`src/rtl/complex_addsub_vec_pipe.sv`:
```
// complex_addsub_vec_pipe: LANES-wide complex add/sub with conjugate modes,
// optional saturation and a ce-gated LAT-stage pipeline with overflow flags.
module complex_addsub_vec_pipe #(
  parameter int W     = 32,
  parameter int LANES = 1,
  parameter int LAT   = 2,
  parameter bit SAT   = 1
) (
  input  logic                   clk,
  input  logic                   rst_n,
  input  logic                   ce,
  input  logic                   start,
  input  logic [1:0]             op,
  input  logic [2*W*LANES-1:0]   A,
  input  logic [2*W*LANES-1:0]   B,
  input  logic                   clr_ovf,
  output logic [2*W*LANES-1:0]   result,
  output logic                   finish,
  output logic [LANES-1:0]       ovf,
  output logic [LANES-1:0]       ovf_sticky,
  output logic                   busy
);

  localparam int DW = 2*W*LANES;
  localparam logic [W-1:0] MAXV = {1'b0, {(W-1){1'b1}}};
  localparam logic [W-1:0] MINV = {1'b1, {(W-1){1'b0}}};

  logic [DW-1:0]    w_res;
  logic [LANES-1:0] w_ovf;
  logic             w_sub_re;
  logic             w_sub_im;

  // conj(B) flips only the imaginary operation
  assign w_sub_re = op[0];
  assign w_sub_im = op[0] ^ op[1];

  function automatic logic [W-1:0] clip(input logic [W:0] s);
    if (SAT && (s[W] != s[W-1]))
      return s[W] ? MINV : MAXV;
    return s[W-1:0];
  endfunction

  for (genvar k = 0; k < LANES; k++) begin : g_lane
    logic [W-1:0] w_ar, w_ai, w_br, w_bi;
    logic [W:0]   w_sr, w_si;
    assign w_ar = A[2*W*k+W +: W];
    assign w_ai = A[2*W*k   +: W];
    assign w_br = B[2*W*k+W +: W];
    assign w_bi = B[2*W*k   +: W];
    assign w_sr = w_sub_re
      ? {w_ar[W-1], w_ar} - {w_br[W-1], w_br}
      : {w_ar[W-1], w_ar} + {w_br[W-1], w_br};
    assign w_si = w_sub_im
      ? {w_ai[W-1], w_ai} - {w_bi[W-1], w_bi}
      : {w_ai[W-1], w_ai} + {w_bi[W-1], w_bi};
    assign w_res[2*W*k+W +: W] = clip(w_sr);
    assign w_res[2*W*k   +: W] = clip(w_si);
    assign w_ovf[k] = (w_sr[W] ^ w_sr[W-1]) | (w_si[W] ^ w_si[W-1]);
  end

  logic             w_v_out;
  logic [DW-1:0]    w_d_out;
  logic [LANES-1:0] w_o_out;
  logic             w_busy_int;

  if (LAT == 1) begin : g_lat1
    assign w_v_out    = start;
    assign w_d_out    = w_res;
    assign w_o_out    = w_ovf;
    assign w_busy_int = 1'b0;
  end else begin : g_latn
    logic [LAT-2:0]            r_v;
    logic [LAT-2:0][DW-1:0]    r_d;
    logic [LAT-2:0][LANES-1:0] r_o;

    always_ff @(posedge clk or negedge rst_n) begin
      if (!rst_n) begin
        r_v <= '0;
        r_d <= '0;
        r_o <= '0;
      end else if (ce) begin
        r_v[0] <= start;
        r_d[0] <= w_res;
        r_o[0] <= w_ovf;
        for (int i = 1; i < LAT-1; i++) begin
          r_v[i] <= r_v[i-1];
          r_d[i] <= r_d[i-1];
          r_o[i] <= r_o[i-1];
        end
      end
    end

    assign w_v_out    = r_v[LAT-2];
    assign w_d_out    = r_d[LAT-2];
    assign w_o_out    = r_o[LAT-2];
    assign w_busy_int = |r_v;
  end

  logic w_fin;
  assign w_fin = ce & w_v_out;

  always_ff @(posedge clk or negedge rst_n) begin
    if (!rst_n) begin
      result     <= '0;
      ovf        <= '0;
      finish     <= 1'b0;
      ovf_sticky <= '0;
    end else begin
      finish <= w_fin;
      if (w_fin) begin
        result <= w_d_out;
        ovf    <= w_o_out;
      end
      // clear wins over history but not over the flags landing this edge
      if (clr_ovf)
        ovf_sticky <= w_fin ? w_o_out : '0;
      else if (w_fin)
        ovf_sticky <= ovf_sticky | w_o_out;
    end
  end

  assign busy = w_busy_int | finish;

endmodule
```
`config.mk`:
```
export PLATFORM = sky130hd
export DESIGN_NAME = complex_addsub_vec_pipe
export DESIGN_NICKNAME = d
export VERILOG_FILES = /design/src/rtl/complex_addsub_vec_pipe.sv
export SDC_FILE = /design/constraint.sdc
export NUM_CORES = 1
export LEC_CHECK = 0
export CAP_MARGIN = 20
export CELL_PAD_IN_SITES_DETAIL_PLACEMENT = 1
export CELL_PAD_IN_SITES_GLOBAL_PLACEMENT = 2
export CORE_UTILIZATION = 29
export DETAILED_ROUTE_END_ITERATION = 10
export PLACE_DENSITY = 0.74
export SLEW_MARGIN = 20
export SYNTH_ARGS = -nofsm -noshare
export SYNTH_HDL_FRONTEND = slang
export SYNTH_SLANG_ARGS = --single-unit
export TNS_END_PERCENT = 100
```
`constraint.sdc`:
```
create_clock -name clk -period 1.8 [get_ports clk]
set_clock_uncertainty 0.15 [all_clocks]
set_input_delay 0.36 -clock clk [delete_from_list [all_inputs] [get_ports clk]]
set_output_delay 0.36 -clock clk [all_outputs]
set_load 0.05 [all_outputs]
```
==> results.md <==
Floorplanning:
- The die outline area is 36480 um^2.
- The placeable core region is 34880 um^2.
- The overall die width is 191.0 um.
- The height of the die is 191.0 um.
- The I/O pin total is 203.
- After floorplanning, the core was divided into 68 placement rows.
- The effective utilization at floorplan is 29.70%.

Routing:
- The routed length per instance is 18.94 um.
- The pre-antenna-repair detailed-routing pass consisted of 4 iterations.
- Summed over all layers, the routed wires come to 42.61 mm.
- The number of vias per cell after detailed routing is 5.058.
- The violation count after the first detailed-route iteration is 288.
- Across all layers, the routed design uses 11380 vias.
- Once detail routing completed, the nets flagged for antenna violations numbered 0.
- The number of design rule violations left after detail routing is 0.

CTS:
- The root cell of the clock tree is sky130_fd_sc_hd__clkbuf_16.
- Counting along the longest clock path gives a buffer depth of 2.
- CTS saw 133 sinks.
- The clock latency of the later-clocked register in the worst-skew pair is 420 ps.
- The clock buffer count from CTS is 17.
- The clock transition at the registers of the reported paths is 60 ps.
- TritonCTS built the clock tree.
- The number of H-tree branching levels is 4.

Global routing:
- The final global-route overflow total is 0.
- The number of global-route vias before repair is 12690.
- The number of antenna violations at the first check in global routing is 1.
- The first global-routing pass estimated 66.74 mm of wire.
- The total routing usage reported by global routing is 23.13%.
- Entering global routing, the biggest net connects 38 pins.

STA:
- The minimum setup slack in the final design is -2532 ps.
- The max-slew violation count is 0.
- The final critical-path required period is 4332 ps.
- The hold violation count in the final report came to 0.
- The final count of negative-setup-slack endpoints is 65.
- Measured against its own limit, the worst slew margin works out to 60.07%.
- The tightest hold path in the finished design has a slack of 263.4 ps.
- The ratio of final minimum period to clock period is 240.7%.
- For the pin with the worst max-slew slack, the measured transition is 596.2 ps.
- Based on the critical path, the design can be clocked at up to 230.8 MHz.
- Setup repair after global routing could not meet its margin everywhere.

Placement:
- The final weighted congestion in routability-driven placement is 0.8691.
- Buffers placed on the I/O ports in this run total 202.
- After detailed placement, the total cell area comes to 16670 um^2.
- Counting tap cells, the placed design contains a total of 2124 instances.
- The HPWL after detailed placement is 29.48 mm.
- The minimum setup slack after placement is -3661 ps.

Cells and area:
- Cells with a size suffix above 1 make up 49.92% of the layout.
- Excluding fillers, the count of instances in the completed layout stands at 2250.
- The final standard cell area without fillers is 19690 um^2.
- The number of nets in the final layout is 1985.
- 0 antenna diodes ended up in the layout.
- From synthesis to final layout, the design area changed by 90.07%.

Power and ir drop:
- VDD sags by at most 714.0 uV.
- The total power per unit cell area is 1234 nW/um^2.
- The leakage power is 8.629 nW.
- The design draws 24.30 mW.

Synthesis:
- The mapped cell area is 10360 um^2.
- Counting every instance in the synthesized netlist gives 1140.
- Summing the sequential cell areas from Yosys gives 32.13% of the chip area.
- The number of nets in the synthesized netlist is 1343.
- After synthesis, the largest family of logic cells by area is compound AO/OA/AOI/OAI gates.
- The most used flip-flop cell after synthesis is sky130_fd_sc_hd__dfrtp_1.
- Averaged over all synthesized cells, the footprint is 9.088 um^2.
- The synthesized-area fraction occupied by ao, oa, aoi and oai cells is 24.08%.
- The post-synthesis register bit count is 133.
- The commonest cells after synthesis are sky130_fd_sc_hd__dfrtp_1, sky130_fd_sc_hd__a21oi_1, sky130_fd_sc_hd__nor2_1.
- For this run, asynchronously set or reset flops after synthesis account for 100.0%.
- The top cell type by area accounts for 32.13% of the synthesized area.
- The library cell with the highest instance count after synthesis is sky130_fd_sc_hd__dfrtp_1.
- Of the total synthesized cell area, the portion taken by XOR and XNOR cells is 9.589%.
- After synthesis, the share of cell area in mux cells is 7.560%.
- The netlist uses 80 different library cells.
- The number of synthesis warnings is 0.
- The synthesized netlist devotes 14.93% of its cell area to simple gates.
- The post-synthesis share of cell area spent on full adders, half adders and majority gates is 8.357%.
- The most area-hungry cell type in the Yosys netlist is sky130_fd_sc_hd__dfrtp_1.
- In this run, synthesis inferred 0 flip-flops with an integrated enable.
- By area the synthesized netlist is led by sky130_fd_sc_hd__dfrtp_1, sky130_fd_sc_hd__ha_1, sky130_fd_sc_hd__mux2_2.

Worst setup path:
- Of all nets on the critical path, the largest fanout is 7.
- The type of the worst setup path is input pin to register.
- The required time at the endpoint of the critical path is 1970 ps.
- Counting cells, the worst reg-to-reg path comes to 4.
- Data arrives at the worst endpoint at 4510 ps.
- STA classifies the critical path endpoint as a register.
- STA classifies the critical path startpoint as an input pin.
- The worst register-to-register path begins at g_latn.r_v.
- For flop-to-flop paths, the worst setup slack is 300 ps.
- In this run the critical register-to-register path is captured at result[40].

Hold path:
- The type of the tightest min-delay check is input pin to async pin.

Run:
- The number of maximum-capacitance violations is 0.

Run status:
- The flow ran to the end, but the final reports show violations.
- The checks that failed: negative setup slack.
per-layer routing:
| metal | wire, um | vias up | GRT usage [%] |
|---|---|---|---|
| met5 | 13 | - | 0 |
| met4 | 924 | 2 | 5.969 |
| met3 | 1554 | 59 | 2.497 |
| met2 | 23010 | 222 | 44.59 |
| met1 | 17110 | 5572 | 26.67 |
| li1 | - | 5525 | - |
flip-flops by register name (all words and copies together) (netlist names):
signal,flops
ovf_sticky,1
ovf,1
g_latn.r_v,1
result,64
finish,1
g_latn.r_o,1
g_latn.r_d,64
cell families after synthesis:
kind of cell             count (synthesis)
flip-flops                             133
buffers and inverters                   87
multiplexers                            70
adder cells (fa/ha/maj)                 68
AND/OR/NAND/NOR                        301
XOR/XNOR                               111
AO/OA/AOI/OAI                          370
where the power goes:
group / internal [mW] / leakage [nW] / switching [mW] / total, mW
logic: 7.65 / 6.74 / 7.59 / 15.2
clock network: 2.14 / 0.280 / 1.29 / 3.44
registers: 4.29 / 1.61 / 1.33 / 5.62
metrics by stage:
| stage | TNS (ps) | utilization [%] |
|---|---|---|
| floorplan | -155070 | - |
| global placement | -212340 | 47.78 |
| detailed placement | -216590 | 47.78 |
| CTS | -141990 | 54.59 |
| global route | -156810 | 56.45 |
| finish | -147030 | 56.45 |
repair_timing:
action / CTS / global route
gates resized for setup: 341 / 94
hold buffers: 1 / 0
buffers inserted: 92 / 20
endpoints found under the setup margin: 66 / 66
gates cloned: 12 / 3
endpoints found under the hold margin: 30 / 0
pin swaps: 136 / 97
layout make-up:
cell class	instances	area, um^2
Fill cell	3836	15190
Multi-Input combinational cell	920	8412
Timing Repair Buffer	673	6640
Sequential cell	133	3328
Tap cell	455	569.3
Clock buffer	24	481.7
Inverter	37	161.4
Clock inverter	8	98.84
critical path, cell delays in order:
cell                        delay, ps
sky130_fd_sc_hd__buf_8            100
sky130_fd_sc_hd__inv_6             50
sky130_fd_sc_hd__ha_4             130
sky130_fd_sc_hd__or4b_4           490
sky130_fd_sc_hd__nor4_4           230
sky130_fd_sc_hd__nand2_2          130
sky130_fd_sc_hd__or2_4            280
sky130_fd_sc_hd__o31ai_4          170
sky130_fd_sc_hd__xor2_1           180
sky130_fd_sc_hd__ha_1             270
sky130_fd_sc_hd__a21o_1           200
sky130_fd_sc_hd__a211oi_2         240
sky130_fd_sc_hd__nor2_2            70
sky130_fd_sc_hd__o41a_1           350
sky130_fd_sc_hd__a2111o_1         370
sky130_fd_sc_hd__nand2_4          120
sky130_fd_sc_hd__xnor2_4          150
sky130_fd_sc_hd__buf_12           200
sky130_fd_sc_hd__clkbuf_16        170
sky130_fd_sc_hd__o31ai_4           50
sky130_fd_sc_hd__a31oi_1          180
cell usage in the layout, fill, tap and decap left out, types with 10 or more instances in the layout:
master	n
sky130_fd_sc_hd__o21a_1	12
sky130_fd_sc_hd__nor3_1	25
sky130_fd_sc_hd__clkdlybuf4s50_1	96
sky130_fd_sc_hd__a21oi_2	34
sky130_fd_sc_hd__inv_1	32
sky130_fd_sc_hd__a21o_1	28
sky130_fd_sc_hd__ha_1	57
sky130_fd_sc_hd__o211ai_1	10
sky130_fd_sc_hd__mux2_2	65
sky130_fd_sc_hd__a21oi_1	71
sky130_fd_sc_hd__dlygate4sd2_1	10
sky130_fd_sc_hd__nand4_1	12
sky130_fd_sc_hd__dfrtp_1	133
sky130_fd_sc_hd__a21oi_4	13
sky130_fd_sc_hd__a31oi_1	10
sky130_fd_sc_hd__buf_6	42
sky130_fd_sc_hd__buf_12	72
sky130_fd_sc_hd__nand3_1	21
sky130_fd_sc_hd__buf_4	416
sky130_fd_sc_hd__o21ai_0	41
sky130_fd_sc_hd__xnor2_1	66
sky130_fd_sc_hd__o21ai_1	10
sky130_fd_sc_hd__xor2_1	36
sky130_fd_sc_hd__o2bb2ai_4	17
sky130_fd_sc_hd__nand2_1	46
sky130_fd_sc_hd__nor2_4	24
sky130_fd_sc_hd__nor2_1	67
sky130_fd_sc_hd__o2bb2ai_2	31
sky130_fd_sc_hd__clkbuf_16	20
sky130_fd_sc_hd__buf_2	11
worst max-delay path by stage:
stage,slack (ps),from,to
after floorplan,-2890,B[1],g_latn.r_d[18]
after global placement,-3550,B[1],g_latn.r_d[0]
after detailed placement,-3660,B[1],g_latn.r_d[17]
after CTS,-2510,B[5],g_latn.r_o
after global routing,-2710,B[0],g_latn.r_d[29]
final,-2530,B[0],g_latn.r_d[29]
Note: power is estimated with default switching activity, not from simulation.
